<file path="config.mk">
export PLATFORM = sky130hd
export DESIGN_NAME = m_ifetch
export DESIGN_NICKNAME = d
export VERILOG_FILES = /design/src/rtl/m_ifetch.sv
export SDC_FILE = /design/constraint.sdc
export NUM_CORES = 1
export LEC_CHECK = 0
export ABC_AREA = 0
export BUFFER_PORTS_ARGS = -buffer_cell sky130_fd_sc_hd__clkbuf_2
export CAP_MARGIN = 5
export CORE_MARGIN = 2
export CORE_UTILIZATION = 45
export CTS_CLUSTER_SIZE = 40
export DETAILED_ROUTE_END_ITERATION = 8
export GPL_TIMING_DRIVEN = 0
export PLACE_DENSITY = 0.76
export SYNTH_ARGS = -nofsm -noshare
export SYNTH_HDL_FRONTEND = slang
export SYNTH_SLANG_ARGS = --single-unit
</file>
<file path="constraint.sdc">
create_clock -name w_clk -period 3.9 [get_ports w_clk]
set_clock_uncertainty 0.15 [all_clocks]
set_input_delay 0.195 -clock w_clk [delete_from_list [all_inputs] [get_ports w_clk]]
set_output_delay 0.195 -clock w_clk [all_outputs]
set_load 0.02 [all_outputs]
</file>
<file path="src/rtl/m_ifetch.sv">
// Instruction-fetch stage: owns the PC, addresses instruction memory, fills IF/ID.
// Optional fetch/stall performance counters are built when IFETCH_PERF_EN is defined.
module m_ifetch #(
    parameter logic [31:0] RESET_PC  = 32'h0000_0000,
    parameter logic [31:0] HALT_INSN = 32'hffff_ffff,
    parameter logic [31:0] NOP_INSN  = 32'h0000_0000
) (
    input  logic        w_clk,
    input  logic        w_rst,
    output logic [11:0] w_imem_addr,
    input  logic [31:0] w_imem_data,
    input  logic        w_stall,
    input  logic        w_redirect,
    input  logic [31:0] w_target,
    output logic        w_ifid_valid,
    output logic [31:0] w_ifid_pc,
    output logic [31:0] w_ifid_ir,
`ifdef IFETCH_PERF_EN
    output logic [31:0] w_fetch_cnt,
    output logic [31:0] w_stall_cnt,
`endif
    output logic        w_halted
);

    typedef enum logic [1:0] {
        S_BOOT = 2'd0,
        S_RUN  = 2'd1,
        S_HALT = 2'd2
    } state_t;

    state_t      state_q, state_d;
    logic [31:0] pc_q, pc_d;
    logic        ifid_valid_q, ifid_valid_d;
    logic [31:0] ifid_pc_q, ifid_pc_d;
    logic [31:0] ifid_ir_q, ifid_ir_d;
    logic        halted_q, halted_d;
    logic        capture_s;

    // Memory aliases every 16 KB: only the word bits of the PC reach the array.
    assign w_imem_addr  = pc_q[13:2];
    assign w_ifid_valid = ifid_valid_q;
    assign w_ifid_pc    = ifid_pc_q;
    assign w_ifid_ir    = ifid_ir_q;
    assign w_halted     = halted_q;

    // Next-state and IF/ID update; redirect overrides every other condition.
    always_comb begin
        state_d      = state_q;
        pc_d         = pc_q;
        ifid_valid_d = ifid_valid_q;
        ifid_pc_d    = ifid_pc_q;
        ifid_ir_d    = ifid_ir_q;
        halted_d     = halted_q;
        capture_s    = 1'b0;

        case (state_q)
            S_BOOT: begin
                state_d = S_RUN;
            end
            S_RUN: begin
                if (!w_stall) begin
                    capture_s    = 1'b1;
                    ifid_valid_d = 1'b1;
                    ifid_pc_d    = pc_q;
                    ifid_ir_d    = w_imem_data;
                    if (w_imem_data == HALT_INSN) begin
                        state_d  = S_HALT;
                        halted_d = 1'b1;
                    end else begin
                        pc_d = pc_q + 32'd4;
                    end
                end else begin
                    state_d = S_RUN;
                end
            end
            S_HALT: begin
                // The halt word stays visible until decode has taken it.
                if (!w_stall) begin
                    ifid_valid_d = 1'b0;
                    ifid_ir_d    = NOP_INSN;
                end else begin
                    ifid_valid_d = ifid_valid_q;
                end
            end
            default: begin
                state_d      = S_BOOT;
                ifid_valid_d = 1'b0;
                ifid_ir_d    = NOP_INSN;
                halted_d     = 1'b0;
            end
        endcase

        if (w_redirect) begin
            capture_s    = 1'b0;
            state_d      = S_RUN;
            pc_d         = w_target & 32'hffff_fffc;
            ifid_valid_d = 1'b0;
            ifid_pc_d    = 32'h0000_0000;
            ifid_ir_d    = NOP_INSN;
            halted_d     = 1'b0;
        end else begin
            state_d = state_d;
        end
    end

    // Fetch state and IF/ID pipeline register.
    always_ff @(posedge w_clk or posedge w_rst) begin
        if (w_rst) begin
            state_q      <= S_BOOT;
            pc_q         <= RESET_PC;
            ifid_valid_q <= 1'b0;
            ifid_pc_q    <= 32'h0000_0000;
            ifid_ir_q    <= NOP_INSN;
            halted_q     <= 1'b0;
        end else begin
            state_q      <= state_d;
            pc_q         <= pc_d;
            ifid_valid_q <= ifid_valid_d;
            ifid_pc_q    <= ifid_pc_d;
            ifid_ir_q    <= ifid_ir_d;
            halted_q     <= halted_d;
        end
    end

`ifdef IFETCH_PERF_EN
    logic [31:0] fetch_cnt_q, fetch_cnt_d;
    logic [31:0] stall_cnt_q, stall_cnt_d;
    logic        stall_hit_s;

    assign w_fetch_cnt = fetch_cnt_q;
    assign w_stall_cnt = stall_cnt_q;

    // Counter increments: valid captures, and stalled cycles holding a real instruction.
    always_comb begin
        stall_hit_s = ((state_q == S_RUN) || (state_q == S_HALT)) && w_stall && ifid_valid_q;
        if (capture_s) begin
            fetch_cnt_d = fetch_cnt_q + 32'd1;
        end else begin
            fetch_cnt_d = fetch_cnt_q;
        end
        if (stall_hit_s) begin
            stall_cnt_d = stall_cnt_q + 32'd1;
        end else begin
            stall_cnt_d = stall_cnt_q;
        end
    end

    // Performance counter registers, wrapping at 2^32.
    always_ff @(posedge w_clk or posedge w_rst) begin
        if (w_rst) begin
            fetch_cnt_q <= 32'h0000_0000;
            stall_cnt_q <= 32'h0000_0000;
        end else begin
            fetch_cnt_q <= fetch_cnt_d;
            stall_cnt_q <= stall_cnt_d;
        end
    end
`endif

endmodule
</file>
==> flow_summary.json <==
{
  "slew-limit-headroom_pct": 60.2,
  "critPathCaptureType": "register",
  "min_path_type": "in2reg",
  "post_dr_wirelength_cell_um": 16.7,
  "cap_viol_max_count": 0,
  "routed_via_density": 5.39,
  "firstDrtPassIters": 4,
  "antenna_found_initial": 0,
  "drt_iter0_drc": 350,
  "fraction_of_layout_instances_using_a_drive_strength_above_1_pct": 29.3,
  "yosysSeqAreaShare_pct": 51.4,
  "largest_net_degree_at_the_start_of_global_routing": 65,
  "peakVddDrop_mv": 0.171,
  "clock_sink_count": 97,
  "clkTransAtPathRegs_ns": 0.10,
  "placementRows": 37,
  "mapped_area_mm2": 0.00472,
  "fin_crit_ns": 2.46,
  "finish.instance_area_mm2": 0.00645,
  "run_status": "completed",
  "global_route.overflow_total": 0,
  "post_synth_num_cell_types": 50,
  "final_nets": 750,
  "maxSlewViolCount": 0,
  "final_total_negative_setup_slack_ns": 0,
  "synth_edf_count": 0,
  "cp_slowest_cell": "nor4_2",
  "routed-via-count": 4427,
  "crit_path_start_kind": "input port",
  "syn-num-nets": 533,
  "start_util_pct": 46.0,
  "first_global_vias": 4387,
  "finalCoreUtilization_pct": 62.8,
  "crit_path_cell_trace": "dlygate4sd3_1 > clkbuf_2 > nand4_1 > nor4_2 > buf_4 > buf_6 > a21oi_1 > xor2_1 > mux2_2",
  "asyncSetResetFlopFracSynth_pct": 100,
  "global_route_wire_length_before_repair_um": 21900,
  "core_region_area_mm2": 0.0103,
  "path_class": "in2reg",
  "cts-root-to-sink-buffers": 2,
  "critical_path_arrival_ns": 2.57,
  "power_per_cell_area_mw_per_mm2": 347,
  "gate_count_after_technology_mapping": 464,
  "postPlaceCellArea_mm2": 0.00563,
  "drt_drc_violations_left": 0,
  "die-width_um": 106,
  "power.leakage_nw": 3.01,
  "postSynth.topFlopCell": "dfrtp_1",
  "finalWeightedCongestion": 0.865,
  "drt-total-wl_um": 13700,
  "fp.dieArea_mm2": 0.0113,
  "rsz0062_at_grt": "no",
  "cts_root_buf": "clkbuf_8",
  "max_freq_ghz": 0.406,
  "synth_area_per_cell_um2": 10.2,
  "maximum_fanout_along_the_worst_path": 10,
  "total_power_mw": 2.24,
  "timing.final.setup_violations": 0,
  "syn2layout_area_growth_pct": 36.6,
  "ys_warnings": 0,
  "cp_data_required_time_ns": 4.01,
  "clock_latency_ns": 0.37,
  "max_slew.worst_pin.slew_ns": 0.592,
  "nFillCells": 865,
  "die_h_um": 106,
  "port_buffers": 142,
  "cts-buffers-inserted": 9,
  "hold_violations": 0,
  "ratio_of_final_minimum_period_to_clock_period_pct": 63.1,
  "postRouteAntennaNets": 0,
  "synth-seq-cells": 97,
  "grtUsageTotal_pct": 24.4,
  "num_io_pins": 146,
  "ctsHtreeMaxLevel": 3,
  "critPathMaxStageDelay_ns": 0.59,
  "dpl.hpwl_um": 9510,
  "antennaDiodeCount": 0,
  "cts_tree": "yes"
}
==> worst max-delay path: cells and delay by family <==
kind / cells / cell delay, ns
AOI/OAI and AO/OA: 1 / 0.09
xor gates and xnor gates: 1 / 0.14
buffers and inverters: 4 / 1.17
muxes: 1 / 0.26
and+or+nand+nor: 2 / 0.71
==> what timing repair did <==
action | 4_1_cts | 5_1_grt
hold buffers | 63 | 0
hold endpoints to repair | 95 | 0
gates resized for setup | 0 | 0
setup buffers | 0 | 0
==> placed cells by master, fill, tap and decap left out, types with 3 or more instances in the layout <==
| cell | synthesis | routed |
|---|---|---|
| a2111oi_2 | 7 | 7 |
| a211oi_1 | 6 | 6 |
| a21oi_1 | 34 | 34 |
| a22o_1 | 32 | 32 |
| a22oi_1 | 8 | 8 |
| and2_1 | 4 | 4 |
| and3_1 | 4 | 4 |
| and4_1 | 3 | 3 |
| buf_2 | 4 | 4 |
| buf_4 | 16 | 16 |
| clkbuf_1 | 22 | 22 |
| clkbuf_2 | 0 | 142 |
| clkbuf_8 | 0 | 9 |
| dfrtp_1 | 97 | 97 |
| dlygate4sd3_1 | 0 | 63 |
| inv_1 | 5 | 4 |
| inv_6 | 0 | 3 |
| mux2i_1 | 10 | 10 |
| nand2_1 | 94 | 94 |
| nand3_1 | 13 | 13 |
| nand4_1 | 16 | 16 |
| nor2_1 | 8 | 8 |
| nor2b_1 | 8 | 8 |
| nor3_1 | 7 | 7 |
| nor3b_1 | 3 | 3 |
| o21ai_0 | 11 | 11 |
| o21ai_1 | 5 | 5 |
| xnor2_1 | 13 | 13 |
| xor2_1 | 3 | 3 |
==> cell usage after synthesis, types with 5 or more instances <==
library cell   n  area share [%]
dfrtp_1       97              51
nand2_1       94             7.5
a21oi_1       34             3.6
a22o_1        32             5.9
clkbuf_1      22             1.7
buf_4         16             2.5
nand4_1       16             2.1
nand3_1       13             1.4
xnor2_1       13             2.4
o21ai_0       11             1.2
mux2i_1       10             2.1
a22oi_1        8             1.3
nor2_1         8            0.64
nor2b_1        8             1.1
a2111oi_2      7             2.2
nor3_1         7            0.74
a211oi_1       6            0.95
inv_1          5            0.40
o21ai_1        5            0.53
==> logic make-up after synthesis <==
| logic type | after synthesis | share of synthesized area (%) |
|---|---|---|
| adder cells (fa/ha/maj) | 1 | 0.265 |
| flip-flops | 97 | 51.4 |
| multiplexers | 12 | 2.60 |
| XOR/XNOR | 16 | 2.97 |
| AO/OA/AOI/OAI | 115 | 18.7 |
| AND/OR/NAND/NOR | 171 | 18.2 |
| buffers and inverters | 52 | 5.83 |
==> cell type report <==
| type | instances | area, um^2 | share of cell area (%) |
|---|---|---|---|
| clock inverters | 7 | 61.3 | 0.951 |
| inverters | 7 | 28.8 | 0.446 |
| clock buffers | 9 | 124 | 1.92 |
| repair buffers | 206 | 1370 | 21.2 |
| multi-input cells | 315 | 2020 | 31.3 |
| flip-flops and latches | 97 | 2430 | 37.6 |
| well taps | 136 | 170 | 2.64 |
| plain buffers | 45 | 249 | 3.86 |
==> metrics by stage <==
stage | std cells | hold slack, ns | setup slack, ns
after floorplan | 464 | 0.165 | 1.02
after global placement | 742 | 0.258 | -0.0238
after detailed placement | 743 | 0.0743 | 1.59
after CTS | 822 | 0.0463 | 1.49
after global routing | 822 | 0.0888 | 1.34
final | 822 | 0.0596 | 1.44
==> worst paths after layout <==
kind | end | cells after the start | slack [ns] | startpoint
max | pc_q[8] | 9 | 1.44 | w_imem_data[7]
min | state_q[0] | 3 | 0.06 | w_stall
max reg2reg | w_ifid_pc[11] | 5 | 1.55 | state_q[1]
min reg2reg | w_ifid_valid | 1 | 0.34 | w_ifid_valid
max in group asynchronous | w_ifid_pc[16] | 4 | 2.72 | w_rst
min in group asynchronous | w_ifid_ir[11] | 3 | 0.22 | w_rst
==> report_power, final <==
group          switching, mW  internal [mW]  total (mW)
Clock                  0.383          0.244       0.627
Combinational          0.258          0.201       0.459
Sequential            0.0736           1.08        1.15
Total                  0.715           1.52        2.24
==> sequential cells by signal (all words and copies together), names as in the netlist <==
register	flops
state_q	2
w_halted	1
w_ifid_ir	32
w_ifid_pc	31
pc_q	30
w_ifid_valid	1
==> layer usage <==
metal	vias up	global-route usage [%]	wire length, um	share of wire (%)
met5	-	0	0	0
met4	0	9.55	270	2.0
met3	27	4.41	873	6.4
met2	167	40.7	6750	49
met1	2142	31.6	5800	42
li1	2091	-	-	-
No activity file was read; power rests on OpenSTA's default activity.
